[src/rtl/rounding_shift_pipe.sv]
// rounding_shift_pipe
// Two-stage pipelined unsigned divide by 2^k with a runtime shift amount, four
// rounding modes and saturation to OUT_WIDTH bits.
// S1 registers the shifted quotient and the round-up decision. S2 adds them and
// clamps the sum to the output range.
// Optional feature macro: ROUNDING_SAT_CNT_EN adds a 16-bit saturation event
// counter with a synchronous clear (ports sat_cnt_clr / sat_cnt).
//
// Handshake semantics (both sides): a beat transfers on a rising clk edge where
// valid && ready. A producer holds valid and its payload stable until the beat
// transfers. The ready chain is s2_ready = !out_valid || out_ready,
// s1_ready = !s1_valid || s2_ready, and in_ready = s1_ready. in_ready therefore
// depends combinationally on out_ready. There is no skid buffer.
module rounding_shift_pipe #(
    parameter int OUT_WIDTH = 32,
    parameter int SHIFT_W   = 3,
    parameter int IN_WIDTH  = OUT_WIDTH + (1 << SHIFT_W) - 1
) (
    input  logic                 clk,
    input  logic                 reset,
    input  logic                 in_valid,
    output logic                 in_ready,
    input  logic [IN_WIDTH-1:0]  din,
    input  logic [SHIFT_W-1:0]   shift,
    input  logic [1:0]           mode,
    output logic                 out_valid,
    input  logic                 out_ready,
    output logic [OUT_WIDTH-1:0] dout,
    output logic                 sat
`ifdef ROUNDING_SAT_CNT_EN
    ,
    input  logic                 sat_cnt_clr,
    output logic [15:0]          sat_cnt
`endif
);

    localparam logic [SHIFT_W-1:0]  SHIFT_ONE = {{(SHIFT_W-1){1'b0}}, 1'b1};
    localparam logic [IN_WIDTH-1:0] IN_ONE    = {{(IN_WIDTH-1){1'b0}}, 1'b1};

    // Stage 1 state
    logic                 r_s1_valid;
    logic [IN_WIDTH-1:0]  r_s1_q;
    logic                 r_s1_inc;

    // Stage 2 (output) state
    logic                 r_out_valid;
    logic [OUT_WIDTH-1:0] r_dout;
    logic                 r_sat;

    // Combinational helpers
    logic                 w_s2_ready;
    logic                 w_s1_ready;
    logic [IN_WIDTH-1:0]  w_q;
    logic [IN_WIDTH-1:0]  w_mask;
    logic [IN_WIDTH-1:0]  w_rem;
    logic [IN_WIDTH-1:0]  w_half;
    logic                 w_inc;
    logic [IN_WIDTH:0]    w_sum;
    logic                 w_ovf;
    logic [OUT_WIDTH-1:0] w_s2_dout;

    // Ready chain: each stage can load when it is empty or is being emptied.
    always_comb begin
        w_s2_ready = !r_out_valid || out_ready;
        w_s1_ready = !r_s1_valid || w_s2_ready;
    end

    assign in_ready  = w_s1_ready;
    assign out_valid = r_out_valid;
    assign dout      = r_dout;
    assign sat       = r_sat;

    // Quotient, discarded remainder and round-up decision for the incoming beat.
    always_comb begin
        w_q    = din >> shift;
        w_mask = ~({IN_WIDTH{1'b1}} << shift);
        w_rem  = din & w_mask;
        w_half = '0;
        w_inc  = 1'b0;
        if (shift != '0) begin
            // Weight of the first discarded bit, i.e. the exact half point.
            w_half = IN_ONE << (shift - SHIFT_ONE);
            case (mode)
                2'b00:   w_inc = 1'b0;
                2'b01:   w_inc = (w_rem >= w_half);
                2'b10:   w_inc = (w_rem > w_half) || ((w_rem == w_half) && w_q[0]);
                2'b11:   w_inc = (w_rem != '0);
                default: w_inc = 1'b0;
            endcase
        end
    end

    // Apply the rounding increment one bit wider than the input and clamp to OUT_WIDTH.
    always_comb begin
        w_sum     = {1'b0, r_s1_q} + {{IN_WIDTH{1'b0}}, r_s1_inc};
        w_ovf     = |w_sum[IN_WIDTH:OUT_WIDTH];
        w_s2_dout = w_ovf ? {OUT_WIDTH{1'b1}} : w_sum[OUT_WIDTH-1:0];
    end

    // Stage 1 register: captures shift/mode results only on an input transfer.
    always_ff @(posedge clk or posedge reset) begin
        if (reset) begin
            r_s1_valid <= 1'b0;
            r_s1_q     <= '0;
            r_s1_inc   <= 1'b0;
        end else if (w_s1_ready) begin
            r_s1_valid <= in_valid;
            if (in_valid) begin
                r_s1_q   <= w_q;
                r_s1_inc <= w_inc;
            end
        end
    end

    // Stage 2 register: holds dout/sat stable while the consumer stalls.
    always_ff @(posedge clk or posedge reset) begin
        if (reset) begin
            r_out_valid <= 1'b0;
            r_dout      <= '0;
            r_sat       <= 1'b0;
        end else if (w_s2_ready) begin
            r_out_valid <= r_s1_valid;
            if (r_s1_valid) begin
                r_dout <= w_s2_dout;
                r_sat  <= w_ovf;
            end
        end
    end

`ifdef ROUNDING_SAT_CNT_EN
    logic [15:0] r_sat_cnt;

    // Count saturated results as they leave; clear overrides a same-cycle increment.
    always_ff @(posedge clk or posedge reset) begin
        if (reset) begin
            r_sat_cnt <= '0;
        end else if (sat_cnt_clr) begin
            r_sat_cnt <= '0;
        end else if (r_out_valid && out_ready && r_sat && (r_sat_cnt != 16'hFFFF)) begin
            r_sat_cnt <= r_sat_cnt + 16'd1;
        end
    end

    assign sat_cnt = r_sat_cnt;
`endif

endmodule

[config.mk]
export PLATFORM = sky130hd
export DESIGN_NAME = rounding_shift_pipe
export DESIGN_NICKNAME = d
export VERILOG_FILES = /design/src/rtl/rounding_shift_pipe.sv
export SDC_FILE = /design/constraint.sdc
export NUM_CORES = 1
export LEC_CHECK = 0
export ABC_AREA = 1
export BUFFER_PORTS_ARGS = -buffer_cell sky130_fd_sc_hd__buf_4
export CAP_MARGIN = 30
export CORE_ASPECT_RATIO = 2
export CORE_UTILIZATION = 58
export DETAILED_ROUTE_END_ITERATION = 8
export PLACE_DENSITY = 0.81
export SETUP_SLACK_MARGIN = 0.05
export SLEW_MARGIN = 0
export SYNTH_ARGS = -nofsm -noshare
export SYNTH_HDL_FRONTEND = slang
export SYNTH_SLANG_ARGS = --single-unit
[constraint.sdc]
create_clock -name clk -period 2.5 [get_ports clk]
set_clock_uncertainty 0.2 [all_clocks]
set_input_delay 0.125 -clock clk [delete_from_list [all_inputs] [get_ports clk]]
set_output_delay 0.125 -clock clk [all_outputs]
set_load 0.05 [all_outputs]
==> metrics.yaml, run 1 <==
setup_path:
  cp_max_fo: 5
  worstSetupStartpointType: "register"
  arrival_ns: 2.46
  r2r_slack_ns: 0.08
  end_kind: "register"
  r2r_start: "r_s1_q[0]"
  required_ns: 2.54
  worst-setup-path-type: "reg2reg"
  worst_r2r_endpoint: "dout[2]"
  rr_worst_depth: 14
yosys:
  yosys_warnings: 0
  synth_area_leaders: "dfrtp_1 33%, nand2_1 15%, mux2i_1 6.5%"
  synth-simple-area-share_pct: 35.09
  synth_edf_count: 0
  synth-seq-cells: 75
  async_flop_share_pct: 100.0
  syn_inst: 751
  synth_seq_area_share_pct: 32.98
  synthMuxAreaShare_pct: 6.508
  syn-mean-instance-area_um2: 7.577
  ys_types: 36
  synth_fa_ha_area_share_pct: 2.858
  yosys.area_share.xor_xnor_pct: 4.617
  synth_top_area_share_pct: 32.98
  syn_area_um2: 5690
  syn-num-nets: 812
  synth_top_family_by_area: "simple AND/OR/NAND/NOR gates"
  synth_ff_type: "dfrtp_1"
  synth_compound_area_share_pct: 8.795
  yosys.area.top_type: "dfrtp_1"
grt:
  grt_util_all_layers_pct: 31.21
  grt_max_degree: 46
  grt_pass1_vias: 5354
  grt-ovfl-total: 0
  antenna_found_initial: 0
  grt_pass1_wl_um: 24670
worst_hold_path:
  hp-start: "din[1]"
  whs_path_depth: 5
  min_delay_worst_endpoint: "r_s1_q[1]"
  min-delay-path-class: "in2reg"
power_and_ir_drop:
  swShare_pct: 40.53
  seqPwrFrac_pct: 34.2
  pwr-share-clk_pct: 26.1
  ir_drop_v: 0.0004011
  power_density_nw_per_um2: 690.0
  p_total_mw: 4.969
  p_comb_share_pct: 39.7
  intPower_mw: 2.955
  p_sw_mw: 2.014
  leakage_nw: 3.258
clocking:
  numClockSinks: 75
  clk_pin_slew_worst_paths_ns: 0.06
  clkLatencyLatePin_ns: 0.34
  htree_num_levels: 3
  root_buffer: "clkbuf_16"
  cts_buffers: 9
  tritoncts: "yes"
  clock_path_buffers: 2
route:
  via_per_inst: 5.490
  wl_um: 16520
  dr.pass1.iters: 6
  detail-route-antenna-nets: 0
  wl_per_cell_um: 16.67
  drc_errors: 0
  vias: 5441
  drt_iter0_drc: 278
final_layout:
  fin_cells: 991
  nets: 917
  fin_util_pct: 76.23
  mostFrequentLayoutCells: "225 x nand2_1, 107 x buf_4, 84 x inv_1"
  layout_commonest_cell: "nand2_1"
  n_antenna_cell: 0
  n_fill_cell: 732
  fin_area_um2: 7201
  area_growth_pct: 26.54
  drive_gt1_share_pct: 28.22
floorplan:
  ios: 83
  floorplan.initialDensity_pct: 60.24
  rows: 50
  dieHeight_um: 142.1
  core_um2: 9447
  fp.dieW_um: 72.04
  dieArea_um2: 10240
timing:
  post-route-min-period_ns: 2.422
  rsz0062_at_grt: "true"
  period_share_pct: 96.87
  setup_tns_ns: 0
  finalHoldViolCount: 0
  fmax_ghz: 0.4129
  worstMarginPinSlew_ns: 0.8560
  layout_setup_ws_ns: 0.07815
  hold_slack_ns: 0.02685
  slew_headroom_pct: 42.87
  setup_viol: 0
  finalMaxSlewViolations: 0
placement:
  place_congestion: 0.9611
  dpl_cell_area_um2: 6511
  dp_cells: 952
  portBuffers: 82
  pre_cts_slack_ns: 0.002522
  dp_hpwl_um: 12200
run_status:
  status: "finished, final reports clean"
job:
  maxCapViolCount: 0
## per-layer routing
metal / wire length (um) / vias up / GRT usage, %
met5: 0 / - / 0
li1: - / 2641 / -
met1: 5790 / 2570 / 32.06
met3: 462 / 48 / 2.833
met4: 825 / 0 / 16.10
met2: 9441 / 182 / 60.38
## what timing repair did
item | in CTS | in global routing
setup endpoints to repair | 32 | 58
hold buffers | 6 | 0
gates cloned | 0 | 7
hold endpoints to repair | 47 | 0
gates resized for setup | 3 | 25
buffers inserted | 3 | 7
pin swaps | 2 | 6
## worst max-delay path, cell delays in order (launching register included)
cell	delay (ns)
dfrtp_1	0.36
ha_2	0.22
ha_4	0.17
inv_2	0.05
nor2_4	0.14
nand3_2	0.12
nor2_2	0.14
nand3_1	0.08
nand2_1	0.12
nand3_4	0.10
nor2_8	0.21
clkbuf_16	0.18
nand3_1	0.11
nand2_1	0.09
inv_1	0.05
## cells in the mapped netlist, types with 12 or more instances
cell      count
clkbuf_1     18
inv_1        87
dfrtp_1      75
mux2i_1      37
nand3_2      33
nand3_1      23
xor2_1       12
or2_2        34
ha_1         13
o221ai_1     27
xnor2_1      18
nor2_1       47
o21ai_0      23
nand2_1     230
## power groups by stage
| stage | registers (mW) | clock network [mW] | logic [mW] |
|---|---|---|---|
| final | 1.70 | 1.30 | 1.97 |
| after global routing | 1.73 | 1.35 | 2.12 |
| after CTS | 1.69 | 1.30 | 1.82 |
| after detailed placement | 1.70 | 0 | 1.80 |
| after global placement | 1.69 | 0 | 1.77 |
| after floorplan | 2.06 | 0 | 0.907 |
## state kept, by name, summed over array words and instances (netlist names)
signal and flops:
out_valid 1, sat 1, r_s1_q 39, dout 32, r_s1_inc 1, r_s1_valid 1
## cell type report
class	count	area [um2]	share of cell area, %
well taps	130	162.7	2.259
repair buffers	125	1097	15.24
repair inverters	1	7.507	0.1043
clock buffers	9	225.2	3.128
clock inverters	7	76.32	1.060
flip-flops and latches	75	1877	26.06
multi-input cells	554	3413	47.40
inverters	90	341.6	4.744
## worst max path at each step
stage	startpoint	to	slack (ns)	cells past startpoint
detailed placement	r_s1_q[0]	dout[7]	0.003	14
floorplan	out_valid	r_s1_q[3]	0.19	7
CTS	r_s1_q[0]	dout[10]	0.08	14
global placement	r_s1_q[0]	dout[2]	0.09	14
global route	r_s1_q[0]	dout[2]	-0.02	14
finish	r_s1_q[0]	dout[2]	0.08	14
## logic make-up after synthesis
kind of cell / count (synthesis)
AO/OA/AOI/OAI: 72
XOR/XNOR: 30
adder cells (fa/ha/maj): 13
buffers and inverters: 122
flip-flops: 75
multiplexers: 37
AND/OR/NAND/NOR: 402
Note: power is estimated with default switching activity, not from simulation.
==> run 2, diff against run 1 <==
--- a/config.mk
+++ b/config.mk
@@ -11,7 +11,9 @@
 export CORE_ASPECT_RATIO = 2
 export CORE_UTILIZATION = 58
 export DETAILED_ROUTE_END_ITERATION = 8
+export GPL_TIMING_DRIVEN = 0
 export PLACE_DENSITY = 0.81
+export REMOVE_ABC_BUFFERS = 1
 export SETUP_SLACK_MARGIN = 0.05
 export SLEW_MARGIN = 0
 export SYNTH_ARGS = -nofsm -noshare
==> run 2 against run 1 <==
Net effect:
- count of clock-buffer cells in the layout grew 3
- first-iteration DRC count grew 29%
- via count grew 3.2%
- setup slack lost 0.13 ns
- clock power shrank 7%
- fmax shrank 5.0%
- core utilization grew 2.0 points
- power grew 1.4%
- largest cell class unchanged
- global-route usage grew 0.62 points
- the flow now finishes with violations (negative hold slack, negative setup slack)
- final cell count grew 0.61%
==> metrics.yaml, run 2 (synthesis results as in run 1) <==
floorplan:
  core_um2: 9447
  ios: 83
  dieHeight_um: 142.1
  floorplan.initialDensity_pct: 60.24
  fp.dieW_um: 72.04
  dieArea_um2: 10240
  rows: 50
timing:
  slew_headroom_pct: 40.21
  worstMarginPinSlew_ns: 0.8968
  setup_viol: 10
  setup_tns_ns: -0.2080
  hold_slack_ns: -0.02856
  period_share_pct: 102.0
  finalMaxSlewViolations: 0
  layout_setup_ws_ns: -0.05050
  post-route-min-period_ns: 2.550
  rsz0062_at_grt: "true"
  fmax_ghz: 0.3921
  finalHoldViolCount: 1
power_and_ir_drop:
  seqPwrFrac_pct: 33.7
  intPower_mw: 2.962
  leakage_nw: 3.296
  pwr-share-clk_pct: 24.1
  swShare_pct: 41.23
  p_comb_share_pct: 42.2
  power_density_nw_per_um2: 681.7
  p_sw_mw: 2.078
  ir_drop_v: 0.0003626
setup_path:
  end_kind: "register"
  crit_path_max_incr_delay_ns: 0.39
  r2r_start: "r_s1_q[0]"
  cp.buffers_inverters: 3
  worstSetupPathDepth: 14
  worst_r2r_endpoint: "dout[2]"
  slowest_stage: "dfrtp_1"
  worstPathCellList: "ha_4 > ha_4 > inv_2 > nor2_4 > nand2_4 > nor2_4 > nand3_2 > nand2_2 > nand3_4 > nor2_8 > clkbuf_16 > nand3_2 > nand2_1 > inv_1"
  worstSetupStartpointType: "register"
  rr_worst_depth: 14
  worst-setup-path-type: "reg2reg"
  cpLargestDelayFamily: "simple AND/OR/NAND/NOR gates"
  arrival_ns: 2.58
  cp_max_fo: 6
  r2r_slack_ns: -0.05
  required_ns: 2.53
final_layout:
  drive_gt1_share_pct: 31.37
  n_antenna_cell: 0
  mostFrequentLayoutCells: "215 x nand2_1, 111 x buf_4, 77 x inv_1"
  fin_cells: 997
  layout_commonest_cell: "nand2_1"
  area_growth_pct: 29.90
  nets: 923
  largest_register_ff_count: 39
  largest_register: "r_s1_q"
run_status:
  violations: "negative hold slack, negative setup slack"
  status: "finished, violations left"
placement:
  portBuffers: 82
  dp_hpwl_um: 10740
  place_congestion: 0.9030
  dp_cells: 932
route:
  vias: 5617
  drt_iter0_drc: 358
  wl_per_cell_um: 17.00
  drc_errors: 0
  dr.pass1.iters: 5
  wl_um: 16950
  via_per_inst: 5.634
  detail-route-antenna-nets: 0
clocking:
  numClockSinks: 75
  tritoncts: "yes"
  clock_path_buffers: 2
  cts_buffers: 9
  htree_num_levels: 3
  clkLatencyLatePin_ns: 0.34
  clk_pin_slew_worst_paths_ns: 0.06
  root_buffer: "clkbuf_16"
worst_hold_path:
  min_delay_worst_endpoint: "r_s1_valid"
  whs_path_depth: 3
  min-delay-path-class: "in2reg"
  hp-start: "in_valid"
grt:
  grt-ovfl-total: 0
  grt_util_all_layers_pct: 31.83
  grt_pass1_vias: 5411
  grt_max_degree: 76
  grt_pass1_wl_um: 25110
  antenna_found_initial: 0
job:
  maxCapViolCount: 0
[run 2: cell count changes in the layout (fill, tap and decap cells not counted), sizes merged]
cell / change
buf: +5
clkinv: -2
clkinvlp: +2
nor2: +2
bufinv: -1
clkbuf: +1
inv: -1
[run 2: worst max path at each step]
stage	start	end	slack [ns]
6_report	r_s1_q[0]	dout[2]	-0.05
5_1_grt	r_s1_q[10]	dout[2]	-0.15
4_1_cts	out_valid	r_s1_q[29]	0.03
3_5_place_dp	shift[1]	r_s1_inc	-0.90
3_3_place_gp	shift[1]	r_s1_inc	-0.88
2_1_floorplan	out_valid	r_s1_q[10]	-0.79
[run 2: per-stage QoR]
step | setup slack, ns | hold slack [ns] | power, mW | instance area (um2) | utilization, %
final | -0.05050 | -0.02856 | 5.040 | 7392 | 78.25
after global routing | -0.1529 | 0.02197 | 5.244 | 7392 | 78.25
after CTS | 0.03243 | 0.01671 | 4.823 | 6992 | 74.01
after detailed placement | -0.8955 | 0.1770 | 3.411 | 6316 | 66.86
after global placement | -0.8838 | 0.1952 | 3.358 | 6286 | 66.54
after floorplan | -0.7867 | 0.09783 | 2.877 | 5508 | -
[run 2: layout make-up]
type,instances,area [um2]
Multi-Input combinational cell,556,3562
Fill cell,661,2054
Sequential cell,75,1877
Timing Repair Buffer,128,1139
Inverter,90,355.3
Clock buffer,12,256.5
Tap cell,130,162.7
Clock inverter,4,25.02
Timing Repair inverter,2,15.01
[run 2: power by group through the flow]
stage	Sequential, mW	Clock (mW)	Combinational (mW)
global route	1.73	1.25	2.27
finish	1.70	1.21	2.13
detailed placement	1.70	0	1.71
floorplan	2.06	0	0.821
CTS	1.68	1.21	1.93
global placement	1.68	0	1.68
[run 2: what timing repair did]
item                                    CTS  global route
setup buffers                            16            20
endpoints found under the hold margin    82             0
resized for setup                        17            51
cloned                                    4             3
endpoints found under the setup margin   66            64
pin swaps                                10            61
hold buffers                              6             0
[run 2: layer usage]
layer / vias to the layer above / wire length [um] / global-route usage [%]
li1: 2662 / - / -
met1: 2657 / 5877 / 31.79
met5: - / 0 / 0
met3: 60 / 661 / 4.462
met2: 238 / 9640 / 60.18
met4: 0 / 765 / 19.09
[run 2: tightest hold or removal path, cell delays in order]
cell,delay [ns]
buf_4,0.08
nand2_2,0.16
nand2_1,0.10
==> run 3, diff against run 2 <==
--- a/config.mk
+++ b/config.mk
@@ -6,7 +6,7 @@
 export NUM_CORES = 1
 export LEC_CHECK = 0
 export ABC_AREA = 1
-export BUFFER_PORTS_ARGS = -buffer_cell sky130_fd_sc_hd__buf_4
+export BUFFER_PORTS_ARGS = -buffer_cell sky130_fd_sc_hd__buf_2
 export CAP_MARGIN = 30
 export CORE_ASPECT_RATIO = 2
 export CORE_UTILIZATION = 58
@@ -15,7 +15,7 @@
 export PLACE_DENSITY = 0.81
 export REMOVE_ABC_BUFFERS = 1
 export SETUP_SLACK_MARGIN = 0.05
-export SLEW_MARGIN = 0
+export SLEW_MARGIN = 5
 export SYNTH_ARGS = -nofsm -noshare
 export SYNTH_HDL_FRONTEND = slang
 export SYNTH_SLANG_ARGS = --single-unit
==> constraint.sdc (replaced) <==
create_clock -name clk -period 2.8 [get_ports clk]
set_clock_uncertainty 0.2 [all_clocks]
set_input_delay 0.14 -clock clk [delete_from_list [all_inputs] [get_ports clk]]
set_output_delay 0.14 -clock clk [all_outputs]
set_load 0.05 [all_outputs]
==> run 3 against run 2 <==
Net effect:
- the flow now finishes without violations
- die area did not move
- count of clock-buffer cells in the layout did not move
- power fell by 13%
- setup slack improved by 0.20 ns
- critical path type is now in2reg
- largest power group unchanged
==> metrics.yaml, run 3 (synthesis results as in run 1) <==
job:
  maxCapViolCount: 0
route:
  via_per_inst: 5.432
  vias: 5323
  wl_met1_um: 5588
  drt_iter0_drc: 244
  wl_um: 15200
  met3_length_um: 445
  wl_per_cell_um: 15.51
  met2_length_um: 8688
  dr.pass1.iters: 5
  drc_errors: 0
  dr.max_layer_used: "met4"
  detail-route-antenna-nets: 0
clocking:
  tritoncts: "yes"
  clock_path_buffers: 2
  cts_buffers: 9
  htree_num_levels: 3
  clkLatencyLatePin_ns: 0.34
  clk_pin_slew_worst_paths_ns: 0.06
  root_buffer: "clkbuf_16"
  numClockSinks: 75
timing:
  finalMaxSlewViolations: 0
  setup_viol: 0
  finalHoldViolCount: 0
  hold_slack_ns: 0.05754
  worstMarginPinSlew_ns: 0.7486
  period_share_pct: 94.64
  slew_headroom_pct: 50.04
  fmax_ghz: 0.3774
  post-route-min-period_ns: 2.650
grt:
  grt-ovfl-total: 0
  antenna_found_initial: 0
  grt_max_degree: 47
  grt_pass1_vias: 5177
  grt_pass1_wl_um: 24560
  grt_util_all_layers_pct: 30.77
power_and_ir_drop:
  leakage_nw: 3.085
  seqPwrFrac_pct: 34.1
  p_comb_share_pct: 37.3
  ir_drop_v: 0.0003929
  intPower_mw: 2.669
  pwr-share-clk_pct: 28.6
  power_density_nw_per_um2: 645.0
  p_sw_mw: 1.706
  swShare_pct: 38.99
final_layout:
  area_growth_pct: 19.20
  layout_commonest_cell: "nand2_1"
  drive_gt1_share_pct: 26.24
  nets: 906
  fin_area_um2: 6783
  largest_register_ff_count: 39
  n_antenna_cell: 0
  mostFrequentLayoutCells: "230 x nand2_1, 84 x inv_1, 80 x buf_2"
  largest_register: "r_s1_q"
floorplan:
  floorplan.initialDensity_pct: 60.24
  dieArea_um2: 10240
  rows: 50
  fp.dieW_um: 72.04
  dieHeight_um: 142.1
  ios: 83
  core_um2: 9447
placement:
  place_congestion: 0.9002
  dp_hpwl_um: 10810
  dpl_cell_area_um2: 6131
  portBuffers: 82
run_status:
  status: "finished, final reports clean"
setup_path:
  required_ns: 2.84
  end_kind: "register"
  arrival_ns: 2.69
  cp_max_fo: 28
  worstSetupStartpointType: "input port"
  worst-setup-path-type: "in2reg"
worst_hold_path:
  min-delay-path-class: "in2reg"
run 3: area by class of cell:
type,count,area [um2]
Clock inverter,4,72.57
Fill cell,756,2664
Sequential cell,75,1877
Inverter,90,352.8
Tap cell,130,162.7
Clock buffer,12,256.5
Multi-Input combinational cell,556,3331
Timing Repair Buffer,111,715.7
Timing Repair inverter,2,15.01
run 3: worst max-delay path, stage by stage:
cell and delay, ns:
dlygate4sd3_1 0.53, buf_2 0.10, inv_1 0.04, nand3_1 0.10, nand2_1 0.33, buf_16 0.30
nor2_1 0.47, clkinvlp_4 0.24, buf_4 0.22, o221ai_1 0.23
run 3: final timing paths:
path / slack [ns] / cells after the start / from / endpoint
max: 0.15 / 10 / out_ready / r_s1_q[30]
min: 0.06 / 5 / din[37] / r_s1_q[37]
max reg2reg: 0.20 / 7 / out_valid / r_s1_q[30]
min reg2reg: 0.30 / 2 / r_s1_q[0] / r_s1_q[0]
max in group asynchronous: 1.70 / 4 / reset / r_s1_q[30]
min in group asynchronous: 0.14 / 3 / reset / sat
run 3: stage by stage:
stage / cells / util (%) / TNS [ns] / total power, mW / worst slack (ns)
after floorplan: 719 / - / -17.31 / 2.569 / -0.4867
after global placement: 931 / 64.37 / -20.70 / 2.907 / -0.8246
after detailed placement: 933 / 64.90 / -2.324 / 2.958 / -0.9222
after CTS: 957 / 69.44 / 0 / 4.263 / 0.04920
after global routing: 980 / 71.80 / -0.0009532 / 4.601 / -0.0009532
final: 980 / 71.80 / 0 / 4.375 / 0.1500
run 3: what timing repair did:
| action | CTS | global route |
|---|---|---|
| buffers inserted | 1 | 21 |
| endpoints found under the setup margin | 34 | 67 |
| gates resized for setup | 3 | 9 |
| endpoints found under the hold margin | 81 | 0 |
| cloned | 2 | 2 |
| pin swaps | 3 | 4 |
| hold buffers | 5 | 0 |
run 3: metal layers:
layer	vias to the layer above	track usage (%)
met3	30	3.966
met2	165	60.68
li1	2617	-
met4	0	11.97
met5	-	0
met1	2511	31.50
run 3: power by group through the flow:
stage / Combinational [mW] / Clock (mW) / Sequential, mW
2_1_floorplan: 0.733 / 0 / 1.84
3_3_place_gp: 1.42 / 0 / 1.49
3_5_place_dp: 1.45 / 0 / 1.50
4_1_cts: 1.52 / 1.26 / 1.49
5_1_grt: 1.77 / 1.31 / 1.52
6_report: 1.63 / 1.25 / 1.49
